$ cat config.mk
export PLATFORM = sky130hd
export DESIGN_NAME = tristate_bus_arbiter_flat
export DESIGN_NICKNAME = d
export VERILOG_FILES = /design/src/rtl/tristate_bus_arbiter_pkg.sv /design/src/rtl/tristate_bus_arbiter_if.sv /design/src/rtl/tristate_bus_arbiter_rr_pick.sv /design/src/rtl/tristate_bus_arbiter.sv /design/src/flat_wrapper.sv
export SDC_FILE = /design/constraint.sdc
export NUM_CORES = 1
export LEC_CHECK = 0
export ABC_AREA = 0
export BUFFER_PORTS_ARGS = -buffer_cell sky130_fd_sc_hd__buf_4
export CELL_PAD_IN_SITES_DETAIL_PLACEMENT = 1
export CELL_PAD_IN_SITES_GLOBAL_PLACEMENT = 2
export CORE_MARGIN = 1
export CORE_UTILIZATION = 31
export CTS_CLUSTER_SIZE = 28
export DETAILED_ROUTE_END_ITERATION = 16
export PLACE_DENSITY_LB_ADDON = 0.1
export SYNTH_ARGS = -nofsm -noshare
export SYNTH_HDL_FRONTEND = slang
export SYNTH_SLANG_ARGS = --single-unit
export TNS_END_PERCENT = 30
$ cat constraint.sdc
create_clock -name clk -period 4.93 [get_ports clk]
set_clock_uncertainty 0.15 [all_clocks]
set_input_delay 0.986 -clock clk [delete_from_list [all_inputs] [get_ports clk]]
set_output_delay 0.986 -clock clk [all_outputs]
set_load 0.02 [all_outputs]
$ cat src/rtl/tristate_bus_arbiter_pkg.sv
// tsb_pkg: shared FSM state type and one-hot helper for tristate_bus_arbiter
package tsb_pkg;
    localparam int MAX_N = 16;
    typedef enum logic [1:0] {IDLE, OWN, TURN} state_t;
    function automatic logic [MAX_N-1:0] onehot(input int idx);
        return MAX_N'(1) << idx;
    endfunction
endpackage

$ cat src/rtl/tristate_bus_arbiter_if.sv
// tristate_bus_arbiter_if: request/grant bundle between requesters and the bus arbiter
// master: arbiter side (req in; grant, drive_en, owner_id, bus_busy out); slave: requester side
interface tristate_bus_arbiter_if #(
    parameter int N = 4
);
    logic [N-1:0] req;
    logic [N-1:0] grant;
    logic [N-1:0] drive_en;
    logic [$clog2(N)-1:0] owner_id;
    logic bus_busy;
    modport master(input req, output grant, drive_en, owner_id, bus_busy);
    modport slave(output req, input grant, drive_en, owner_id, bus_busy);
endinterface

$ cat src/rtl/tristate_bus_arbiter_rr_pick.sv
// rr_pick: combinational round-robin search, i_req/i_start in, o_valid/o_idx out
module rr_pick #(
    parameter int N = 4
) (
    input  logic [N-1:0]         i_req,
    input  logic [$clog2(N)-1:0] i_start,
    output logic                 o_valid,
    output logic [$clog2(N)-1:0] o_idx
);
    localparam int IW = $clog2(N);
    // Walk offsets from farthest to nearest so the nearest set bit is written last.
    always_comb begin
        o_valid = 1'b0;
        o_idx = '0;
        for (int k = N - 1; k >= 0; k--) begin
            if (i_req[(int'(i_start) + k) % N]) begin
                o_valid = 1'b1;
                o_idx = IW'((int'(i_start) + k) % N);
            end
        end
    end
endmodule

$ cat src/rtl/tristate_bus_arbiter.sv
// tristate_bus_arbiter: round-robin bus owner sequencer with turnaround gaps between owners
// Ports: clk, rst (sync active-high); bus (master modport): req in; grant, drive_en, owner_id, bus_busy out
// Macro TSB_PARK_EN: keep the last owner's buffer enabled while idle so the bus never floats
module tristate_bus_arbiter
    import tsb_pkg::*;
#(
    parameter int N = 4,
    parameter int MAX_HOLD = 8,
    parameter int TURN_CYC = 1
) (
    input logic clk,
    input logic rst,
    tristate_bus_arbiter_if.master bus
);
    localparam int IW = $clog2(N);
    localparam int HW = (MAX_HOLD > 0) ? $clog2(MAX_HOLD + 1) : 1;
    localparam int TW = $clog2(TURN_CYC + 1);
    localparam int HOLD_LAST = (MAX_HOLD > 0) ? MAX_HOLD - 1 : 0;
    state_t r_state;
    logic [N-1:0] r_grant, r_drive;
    logic [IW-1:0] r_owner, w_start, w_win;
    logic [HW-1:0] r_hold;
    logic [TW-1:0] r_turn;
    logic r_busy, w_valid, w_force;
    // Search starts just past the current/last owner, so that owner has lowest priority.
    assign w_start = (r_owner == IW'(N - 1)) ? '0 : r_owner + IW'(1);
    assign w_force = (MAX_HOLD > 0) && (r_hold == HW'(HOLD_LAST));
    rr_pick #(.N(N)) u_pick (
        .i_req(bus.req),
        .i_start(w_start),
        .o_valid(w_valid),
        .o_idx(w_win)
    );
    always_ff @(posedge clk) begin
        if (rst) begin
            r_state <= IDLE;
            r_grant <= '0;
            r_drive <= '0;
            r_owner <= IW'(N - 1);
            r_busy <= 1'b0;
            r_hold <= '0;
            r_turn <= '0;
        end else begin
            case (r_state)
                IDLE: begin
                    if (w_valid) begin
                        r_busy <= 1'b1;
`ifdef TSB_PARK_EN
                        // A parked buffer must be dropped for a full turnaround before another owner drives.
                        if (r_drive != '0 && w_win != r_owner) begin
                            r_state <= TURN;
                            r_drive <= '0;
                            r_turn <= '0;
                        end else begin
                            r_state <= OWN;
                            r_grant <= N'(onehot(int'(w_win)));
                            r_drive <= N'(onehot(int'(w_win)));
                            r_owner <= w_win;
                            r_hold <= '0;
                        end
`else
                        r_state <= OWN;
                        r_grant <= N'(onehot(int'(w_win)));
                        r_drive <= N'(onehot(int'(w_win)));
                        r_owner <= w_win;
                        r_hold <= '0;
`endif
                    end
                end
                OWN: begin
                    if (!bus.req[r_owner] || w_force) begin
                        r_state <= TURN;
                        r_grant <= '0;
                        r_drive <= '0;
                        r_turn <= '0;
                    end else if (r_hold != '1) begin
                        r_hold <= r_hold + HW'(1);
                    end
                end
                TURN: begin
                    if (r_turn == TW'(TURN_CYC - 1)) begin
                        if (w_valid) begin
                            r_state <= OWN;
                            r_grant <= N'(onehot(int'(w_win)));
                            r_drive <= N'(onehot(int'(w_win)));
                            r_owner <= w_win;
                            r_hold <= '0;
                        end else begin
                            r_state <= IDLE;
                            r_busy <= 1'b0;
`ifdef TSB_PARK_EN
                            r_drive <= N'(onehot(int'(r_owner)));
`endif
                        end
                    end else begin
                        r_turn <= r_turn + TW'(1);
                    end
                end
                default: r_state <= IDLE;
            endcase
        end
    end
    assign bus.grant = r_grant;
    assign bus.drive_en = r_drive;
    assign bus.owner_id = r_owner;
    assign bus.bus_busy = r_busy;
endmodule

$ cat src/flat_wrapper.sv
// flat-port wrapper written by rule: the top's interface ports become plain ports
module tristate_bus_arbiter_flat import tsb_pkg::*;
#(
    parameter int N = 4,
    parameter int MAX_HOLD = 8,
    parameter int TURN_CYC = 1
)
  (clk, rst, bus_req, bus_grant, bus_drive_en, bus_owner_id, bus_bus_busy);
  tristate_bus_arbiter_if #(.N(N)) bus_i ();
  input logic clk;
  input logic rst;
  input wire logic [$bits(bus_i.req)-1:0] bus_req;
  output wire logic [$bits(bus_i.grant)-1:0] bus_grant;
  output wire logic [$bits(bus_i.drive_en)-1:0] bus_drive_en;
  output wire logic [$bits(bus_i.owner_id)-1:0] bus_owner_id;
  output wire logic [$bits(bus_i.bus_busy)-1:0] bus_bus_busy;
  assign bus_i.req = bus_req;
  assign bus_grant = bus_i.grant;
  assign bus_drive_en = bus_i.drive_en;
  assign bus_owner_id = bus_i.owner_id;
  assign bus_bus_busy = bus_i.bus_busy;
  tristate_bus_arbiter #(.N(N), .MAX_HOLD(MAX_HOLD), .TURN_CYC(TURN_CYC)) u_core (.clk(clk), .rst(rst), .bus(bus_i));
endmodule
==> results of run 1 <==
layout make-up:
| cell class | instances | area [sq um] |
|---|---|---|
| Clock buffer | 4 | 26.3 |
| Fill cell | 248 | 1190 |
| Inverter | 3 | 11.3 |
| Multi-Input combinational cell | 54 | 363 |
| Sequential cell | 13 | 260 |
| Tap cell | 27 | 33.8 |
| Timing Repair Buffer | 16 | 120 |
stage by stage:
step / total power [uW] / area [sq um] / util (%) / setup slack (ns)
6_report: 286 / 815 / 40.7 / 2.65
5_1_grt: 305 / 815 / 40.7 / 2.52
4_1_cts: 289 / 815 / 40.7 / 2.65
3_5_place_dp: 222 / 788 / 39.4 / 2.36
3_3_place_gp: 222 / 788 / 39.4 / 2.35
2_1_floorplan: 192 / 672 / - / 2.59
synthesized netlist by cell type (all sizes together), types with 3 or more instances:
cell type / instances / area [sq um]
nor2: 5 / 18.8
nand2: 4 / 22.5
buf: 4 / 30.0
or3: 3 / 18.8
nor3: 3 / 15.0
inv: 3 / 11.3
dfxtp: 13 / 260
a21oi: 10 / 50.1
o21ai: 7 / 35.0
kinds of logic after synthesis:
logic type               Yosys count  synth area share, %
AO/OA/AOI/OAI                     26                 23.8
flip-flops                        13                 38.7
XOR/XNOR                           1                 1.30
adder cells (fa/ha/maj)            2                 3.72
AND/OR/NAND/NOR                   23                 19.7
multiplexers                       2                 5.40
buffers and inverters              9                 7.26
worst paths after layout:
path,start,endpoint,slack (ns),cells past startpoint
worst min register to register,u_core.bus.grant[2],u_core.bus.grant[2],0.33,2
worst max register to register,u_core.bus.owner_id[0],u_core.bus.grant[2],2.69,6
worst max-delay path,bus_req[2],u_core.bus.grant[3],2.65,6
worst min-delay path,u_core.bus.grant[2],u_core.bus.grant[2],0.33,2
metal layers:
layer / GRT usage [%] / up-vias / share of wire [%]
met2: 22.8 / 18 / 43
met3: 2.83 / 2 / 3.8
li1: - / 300 / -
met4: 5.88 / 0 / 0.26
met1: 19.1 / 272 / 52
met5: 0 / - / 0
report_power, final:
part	switching, uW	internal [uW]	total (uW)
sequential	9.84	115	125
clock	35.3	31.3	66.6
combinational	53.1	42.1	95.2
total	98.2	188	286
state kept, by name, summed over array words and instances, names as in the netlist:
name                 count
u_core.bus.grant         4
u_core.r_state           2
u_core.bus.owner_id      2
u_core.r_hold            4
u_core.bus.bus_busy      1
cell usage in the layout, fill, tap and decap left out, drive strengths merged, types with 2 or more instances in the layout:
cell type,Yosys,layout
buf,4,16
dfxtp,13,13
a21oi,10,10
o21ai,7,7
nor2,5,5
nand2,4,4
clkbuf,2,4
inv,3,3
or3,3,3
nor3,3,3
o21bai,2,2
a32oi,2,2
ha,2,2
a21o,2,2
worst min-delay path, delay by kind of cell (launching register included):
family | cells | cell delay, ns
DFF | 1 | 0.33
and+or+nand+nor | 1 | 0.06
AOI/OAI and AO/OA | 1 | 0.05
==> out/qor.yml, run 1 <==
timing:
  hold_viol: 0
  period_minus_slack_ns: 2.28
  rsz0062_at_grt: "no"
  period_share_pct: 46.2
  setup_viol: 0
  slew_headroom_pct: 59.1
  final_max_slew_viol_count: 0
  hold_ws_ns: 0.329
  worstMarginPinSlew_ns: 0.611
  fin_tns_setup_ns: 0
  fmax_mhz: 439
placement:
  gp_congestion: 0.758
  portBuffers: 16
  dp_hpwl_um: 1190
  dp.cells: 113
synth:
  syn_area_sq_um: 672
  yosys.cell_types.count: 30
  syn_nets: 84
  syn_area_per_cell_sq_um: 8.84
  synth_cells: 76
  yosysWarnings: 0
  synthArstFlopShare_pct: 0
  synth_enable_flop_cells: 0
  ys_ff_latch: 13
  yosys_most_used_dff: "dfxtp_1"
  synth-seq-area-share_pct: 38.7
cts:
  cts_buffer_depth: 2
  htree_levels: 1
  insertion_delay_ns: 0.27
  hold_buffers: 0
  clk_pin_slew_worst_paths_ns: 0.08
  cts_resized: 0
  cts_tree: "yes"
  clock_sinks: 13
  post_cts_buffers: 0
  root_buffer: "clkbuf_4"
  cts_buffers: 3
critical_path:
  crit_path_cell_trace: "buf_4 -> nor4_1 -> or2_0 -> and2_1 -> nand2_1 -> a21oi_1"
  path_max_fanout: 7
  critPathCaptureType: "flop"
  critPathTopFamily: "simple AND/OR/NAND/NOR gates"
  slowest_delay_ns: 0.45
  cp_num_buf_inv: 1
  slowest_stage: "nor4_1"
  cp-start-kind: "input pin"
  crit_type: "in -> reg"
  arrival_ns: 2.34
  worstPathRequired_ns: 4.99
global_route:
  grt_pass1_vias: 585
  grt_pass1_wl_um: 2600
  grt_antenna_before_repair: 0
  grt_overflow_total: 0
  grtUsageTotal_pct: 14.4
  grt_max_degree: 14
finish:
  nNetsFinal: 99
  diodes: 0
  drive_gt1_share_pct: 27.8
  area_growth_pct: 21.2
  final_cells: 117
floorplanning:
  core-area_sq_um: 2000
  rows: 16
  fp.dieW_um: 48.6
  start_util_pct: 33.6
  io_pins: 17
  die-area_sq_um: 2360
  die_h_um: 48.6
detailed_routing:
  drt-vias-per-instance: 5.06
  drt_wl_total_um: 1540
  drt_iter0_markers: 8
  routedWlPerCell_um: 13.2
  route.detailed.drc: 0
  postRouteAntennaNets: 0
  vias: 592
  dr.pass1.iters: 4
job:
  drv_cap: 0
power_and_ir_drop:
  power.density_nw_per_um2: 352
  ir_drop_mv: 0.109
  power_leakage_uw: 0.000334
status:
  status: "finished clean"
min_path:
  hp-class: "reg -> reg"
(Power assumes the default switching activity.)
==> run 2: changes to the inputs <==
--- a/config.mk
+++ b/config.mk
@@ -10,7 +10,7 @@
 export CELL_PAD_IN_SITES_DETAIL_PLACEMENT = 1
 export CELL_PAD_IN_SITES_GLOBAL_PLACEMENT = 2
 export CORE_MARGIN = 1
-export CORE_UTILIZATION = 31
+export CORE_UTILIZATION = 26
 export CTS_CLUSTER_SIZE = 28
 export DETAILED_ROUTE_END_ITERATION = 16
 export PLACE_DENSITY_LB_ADDON = 0.1
==> constraint.sdc (replaced) <==
create_clock -name clk -period 1.9 [get_ports clk]
set_clock_uncertainty 0.15 [all_clocks]
set_input_delay 0.38 -clock clk [delete_from_list [all_inputs] [get_ports clk]]
set_output_delay 0.38 -clock clk [all_outputs]
set_load 0.02 [all_outputs]
==> out/qor.yml, run 2 (same netlist as run 1, synthesis figures left out) <==
critical_path:
  cp-start-kind: "flop"
  crit_type: "reg -> reg"
  path_max_fanout: 4  # -3
  arrival_ns: 1.87  # -0.47 ns
  regToRegEndpoint: "u_core.bus.grant[0]"
  reg2regPathDepth: 5  # -1
  worstPathRequired_ns: 1.92  # -3.07 ns
  r2r_start: "u_core.bus.owner_id[0]"
  rrSetupSlack_ns: 0.05  # -2.64 ns
  critPathCaptureType: "flop"
power_and_ir_drop:
  power.density_nw_per_um2: 866  # +150%
  ir_drop_mv: 0.389  # +260%
  power_leakage_uw: 0.000392  # +17%
timing:
  worstMarginPinSlew_ns: 0.402  # -0.209 ns
  period_share_pct: 97.6
  rsz0062_at_grt: "yes"
  final_max_slew_viol_count: 0  # unchanged
  fin_tns_setup_ns: 0  # unchanged
  setup_viol: 0  # unchanged
  hold_viol: 0  # unchanged
  setup_ws_ns: 0.0465  # -2.60 ns
  hold_ws_ns: 0.217  # -0.112 ns
  period_minus_slack_ns: 1.85
  slew_headroom_pct: 73.1  # +14 points
  fmax_mhz: 540
global_route:
  grt_overflow_total: 0  # unchanged
  grt_pass1_vias: 667  # +14%
  grt_max_degree: 14  # unchanged
  grtUsageTotal_pct: 14.1  # -0.33 points
  grt_antenna_before_repair: 0  # unchanged
  grt_pass1_wl_um: 2800  # +7.7%
placement:
  dp_hpwl_um: 1340  # +13%
  portBuffers: 16  # unchanged
  dpl_worst_slack_ns: -0.0344  # -2.40 ns
  gp_congestion: 0.774  # +2.2%
  dp.cells: 127  # +12%
cts:
  insertion_delay_ns: 0.27  # about the same
  cts_tree: "yes"
  htree_levels: 1  # unchanged
  clock_sinks: 13  # unchanged
  cts_buffer_depth: 2  # unchanged
  root_buffer: "clkbuf_4"
  hold_buffers: 0  # unchanged
  cts_buffers: 3  # unchanged
  clk_pin_slew_worst_paths_ns: 0.08  # about the same
floorplanning:
  die-area_sq_um: 2790  # +18%
  start_util_pct: 27.4  # -6.2 points
  fp.dieW_um: 52.8  # +8.8%
  core-area_sq_um: 2450  # +23%
  rows: 18  # +2
  io_pins: 17  # unchanged
  die_h_um: 52.8  # +8.8%
job:
  drv_cap: 0  # unchanged
detailed_routing:
  drt_iter0_markers: 3  # -5
  vias: 643  # +8.6%
  dr.pass1.iters: 2  # -2
  drt_wl_total_um: 1710  # +10%
  drt-vias-per-instance: 4.91  # -3.0%
  route.detailed.drc: 0  # unchanged
  routedWlPerCell_um: 13.0  # -1.4%
  postRouteAntennaNets: 0  # unchanged
min_path:
  whs_path_depth: 2  # unchanged
  hold_end: "u_core.bus.grant[2]"
  hp-class: "in -> reg"
  hold_start: "rst"
finish:
  area_growth_pct: 41.0
  nNetsFinal: 110  # +11%
  fillCellCount: 303  # +22%
  final_cells: 131  # +12%
  multi_input_comb_area_sq_um: 400  # +10%
  mostFrequentLayoutCells: "buf_4, dfxtp_1, a21oi_1, o21ai_0, nor2_1"
  drive_gt1_share_pct: 44.6  # +17 points
  regArea_sq_um: 269  # +3.4%
  diodes: 0  # unchanged
  fin_util_pct: 38.6  # -2.1 points
  final_common_cell: "buf_4"
status:
  status: "finished clean"
## run 2: worst max-delay path by stage
stage               slack (ns)                  end  cells after the start              startpoint
floorplan                 0.07  u_core.bus.grant[2]                      6  u_core.bus.owner_id[0]
global placement         -0.04  u_core.bus.grant[0]                      6              bus_req[0]
detailed placement       -0.03  u_core.bus.grant[0]                      6              bus_req[0]
CTS                       0.01  u_core.bus.grant[2]                      6  u_core.bus.owner_id[1]
global route             -0.04  u_core.bus.grant[3]                      6  u_core.bus.owner_id[0]
finish                    0.05  u_core.bus.grant[0]                      5  u_core.bus.owner_id[0]
## run 2: layout make-up
cell class | instances | area share [%]
tap | 30 | 3.96
clock buffer | 4 | 2.77
sequential | 13 | 28.4
multi-input combinational | 54 | 42.3
timing repair buffer | 27 | 21.4
inverter | 3 | 1.19
## run 2: what timing repair did
item                                    CTS  global route
gates cloned                              0             0
pin swaps                                 0             2
gates resized for setup                   0             6
endpoints found under the setup margin    1             3
setup buffers                             1             0
## run 2: critical path, cell delays in order (launching register included)
cell,delay (ns)
dfxtp_4,0.37
mux4_1,0.56
a21o_2,0.24
and2_1,0.19
a32oi_1,0.17
nor2_1,0.06
## run 2: metrics by stage
| step | area [sq um] | total power [uW] |
|---|---|---|
| final | 947 | 820 |
| after detailed placement | 903 | 640 |
| after global routing | 947 | 876 |
| after floorplan | 701 | 521 |
| after CTS | 937 | 827 |
| after global placement | 903 | 640 |
## run 2: layer usage
metal / share of wire (%) / track usage (%) / vias to the layer above
li1: - / - / 323
met1: 44 / 16.2 / 311
met2: 52 / 24.7 / 7
met3: 2.6 / 3.48 / 2
met4: 0.88 / 5.26 / 0
met5: 0 / 0 / -
## run 2: power by group
| group | leakage (uW) | internal [uW] | switching, uW | total, uW |
|---|---|---|---|---|
| logic | 0.000270 | 164 | 161 | 325 |
| registers | 0.000107 | 301 | 22.9 | 324 |
| clock network | 0.0000150 | 81.3 | 90.5 | 172 |
==> run 3: changes to the inputs <==
--- a/config.mk
+++ b/config.mk
@@ -10,7 +10,7 @@
 export CELL_PAD_IN_SITES_DETAIL_PLACEMENT = 1
 export CELL_PAD_IN_SITES_GLOBAL_PLACEMENT = 2
 export CORE_MARGIN = 1
-export CORE_UTILIZATION = 26
+export CORE_UTILIZATION = 31
 export CTS_CLUSTER_SIZE = 28
 export DETAILED_ROUTE_END_ITERATION = 16
 export PLACE_DENSITY_LB_ADDON = 0.1
==> constraint.sdc (replaced) <==
create_clock -name clk -period 2.15 [get_ports clk]
set_clock_uncertainty 0.15 [all_clocks]
set_input_delay 0.43 -clock clk [delete_from_list [all_inputs] [get_ports clk]]
set_output_delay 0.43 -clock clk [all_outputs]
set_load 0.02 [all_outputs]
==> out/qor.yml, run 3 (same netlist as run 1, synthesis figures left out) <==
critical_path:
  r2r_start: "u_core.bus.owner_id[0]"
  cp-start-kind: "flop"
  regToRegEndpoint: "u_core.bus.grant[2]"
  path_max_fanout: 7  # +3
  crit_type: "reg -> reg"
  critPathCaptureType: "flop"
  arrival_ns: 2.09  # +0.22 ns
  rrSetupSlack_ns: 0.12  # +0.07 ns
  worstPathRequired_ns: 2.21  # +0.29 ns
  reg2regPathDepth: 6  # +1
min_path:
  hold_start: "rst"
  hold_end: "u_core.bus.bus_busy"
  whs_path_depth: 2  # unchanged
  hp-class: "in -> reg"
placement:
  dpl-instance-area_sq_um: 805  # -11%
  dp.cells: 115  # -9.4%
  gp_congestion: 0.748  # -3.4%
  dp_hpwl_um: 1190  # -11%
  portBuffers: 16  # unchanged
power_and_ir_drop:
  swShare_pct: 33.9  # +0.51 points
  p_sw_uw: 228  # -17%
  power_leakage_uw: 0.000344  # -12%
  power.density_nw_per_um2: 799  # -7.7%
  p_int_uw: 444  # -19%
  seqPwrFrac_pct: 42.5  # +3.0 points
  power_frac_comb_pct: 35.3  # -4.3 points
  ir_drop_mv: 0.400  # +2.7%
  finalPower_uw: 673  # -18%
  clockPowerShare_pct: 22.2  # +1.3 points
cts:
  root_buffer: "clkbuf_4"
  htree_levels: 1  # unchanged
  clock_sinks: 13  # unchanged
  clk_pin_slew_worst_paths_ns: 0.08  # about the same
  insertion_delay_ns: 0.27  # about the same
  cts_buffers: 3  # unchanged
  cts_tree: "yes"
  cts_buffer_depth: 2  # unchanged
  post_cts_buffers: 0  # -1
finish:
  fillCellCount: 255  # -16%
  final_common_cell: "buf_4"
  area_growth_pct: 25.3
  nNetsFinal: 101  # -8.2%
  mostFrequentLayoutCells: "buf_4, dfxtp_1, a21oi_1, o21ai_0, nor2_1"
  diodes: 0  # unchanged
  final_area_sq_um: 842  # -11%
  drive_gt1_share_pct: 33.7  # -11 points
  final_cells: 119  # -9.2%
global_route:
  grt_overflow_total: 0  # unchanged
  grt_pass1_vias: 566  # -15%
  grtUsageTotal_pct: 15.0  # +0.95 points
  grt_max_degree: 14  # unchanged
  grt_antenna_before_repair: 0  # unchanged
  grt_pass1_wl_um: 2630  # -6.2%
timing:
  hold_viol: 0  # unchanged
  fin_tns_setup_ns: 0  # unchanged
  period_minus_slack_ns: 2.03  # +0.181 ns
  period_share_pct: 94.6  # -2.9 points
  hold_ws_ns: 0.276  # +0.0591 ns
  fmax_mhz: 491  # -8.9%
  final_max_slew_viol_count: 0  # unchanged
  setup_viol: 0  # unchanged
  worstMarginPinSlew_ns: 0.577  # +0.175 ns
  slew_headroom_pct: 61.4  # -12 points
detailed_routing:
  drt_iter0_markers: 4  # +1
  drt_wl_total_um: 1580  # -7.6%
  dr.pass1.iters: 4  # +2
  route.detailed.drc: 0  # unchanged
  postRouteAntennaNets: 0  # unchanged
  vias: 595  # -7.5%
  routedWlPerCell_um: 13.2  # +1.7%
  drt-vias-per-instance: 5.00  # +1.9%
floorplanning:
  fp.dieW_um: 48.6  # -8.1%
  start_util_pct: 33.6  # +6.2 points
  die_h_um: 48.6  # -8.1%
  rows: 16  # -2
  io_pins: 17  # unchanged
  die-area_sq_um: 2360  # -16%
  core-area_sq_um: 2000  # -18%
job:
  drv_cap: 0  # unchanged
status:
  status: "finished clean"
[run 3: area by class of cell]
cell class,count,area [sq um],area share (%)
Multi-Input combinational cell,54,373,44.3
Sequential cell,13,263,31.2
Tap cell,27,33.8,4.01
Clock buffer,4,26.3,3.12
Inverter,3,11.3,1.34
Timing Repair Buffer,18,135,16.0
[run 3: how the worst max path moves through the flow]
stage	from	endpoint	cells after the start
final	u_core.bus.owner_id[0]	u_core.bus.grant[2]	6
after detailed placement	u_core.bus.owner_id[0]	u_core.bus.grant[2]	6
after floorplan	u_core.bus.owner_id[1]	u_core.bus.grant[2]	6
after global placement	u_core.bus.owner_id[0]	u_core.bus.grant[2]	6
after global routing	u_core.bus.owner_id[0]	u_core.bus.grant[2]	6
after CTS	u_core.bus.owner_id[0]	u_core.bus.grant[2]	6
[run 3: what timing repair did]
action,4_1_cts,5_1_grt
gates resized for setup,0,3
hold buffers,0,0
setup endpoints to repair,0,1
[run 3: power by group through the flow]
stage	Combinational [uW]	Clock (uW)	Sequential (uW)
after global placement	230	0	291
after floorplan	133	0	309
after global routing	262	172	291
after detailed placement	229	0	291
final	237	149	286
after CTS	230	159	286
[run 3: per-layer routing]
layer  part of all wire [%]  vias to the layer above  global-route usage [%]
met3                    3.3                        2                    3.77
met2                     44                       13                    22.3
li1                       -                      307                       -
met1                     51                      273                    19.6
met4                    1.4                        0                    8.82
met5                      0                        -                       0
[run 3: critical path, stage by stage (launching register included)]
cell	delay, ns
dfxtp_2	0.36
ha_1	0.31
or3b_2	0.49
o221ai_2	0.10
a21oi_2	0.06
or3_1	0.39
a21oi_1	0.12
[run 3: metrics by stage]
stage / util (%) / setup WS [ns]
2_1_floorplan: - / 0.0556
3_3_place_gp: 40.2 / 0.101
3_5_place_dp: 40.2 / 0.110
4_1_cts: 41.5 / 0.0877
5_1_grt: 42.1 / -0.0160
6_report: 42.1 / 0.115
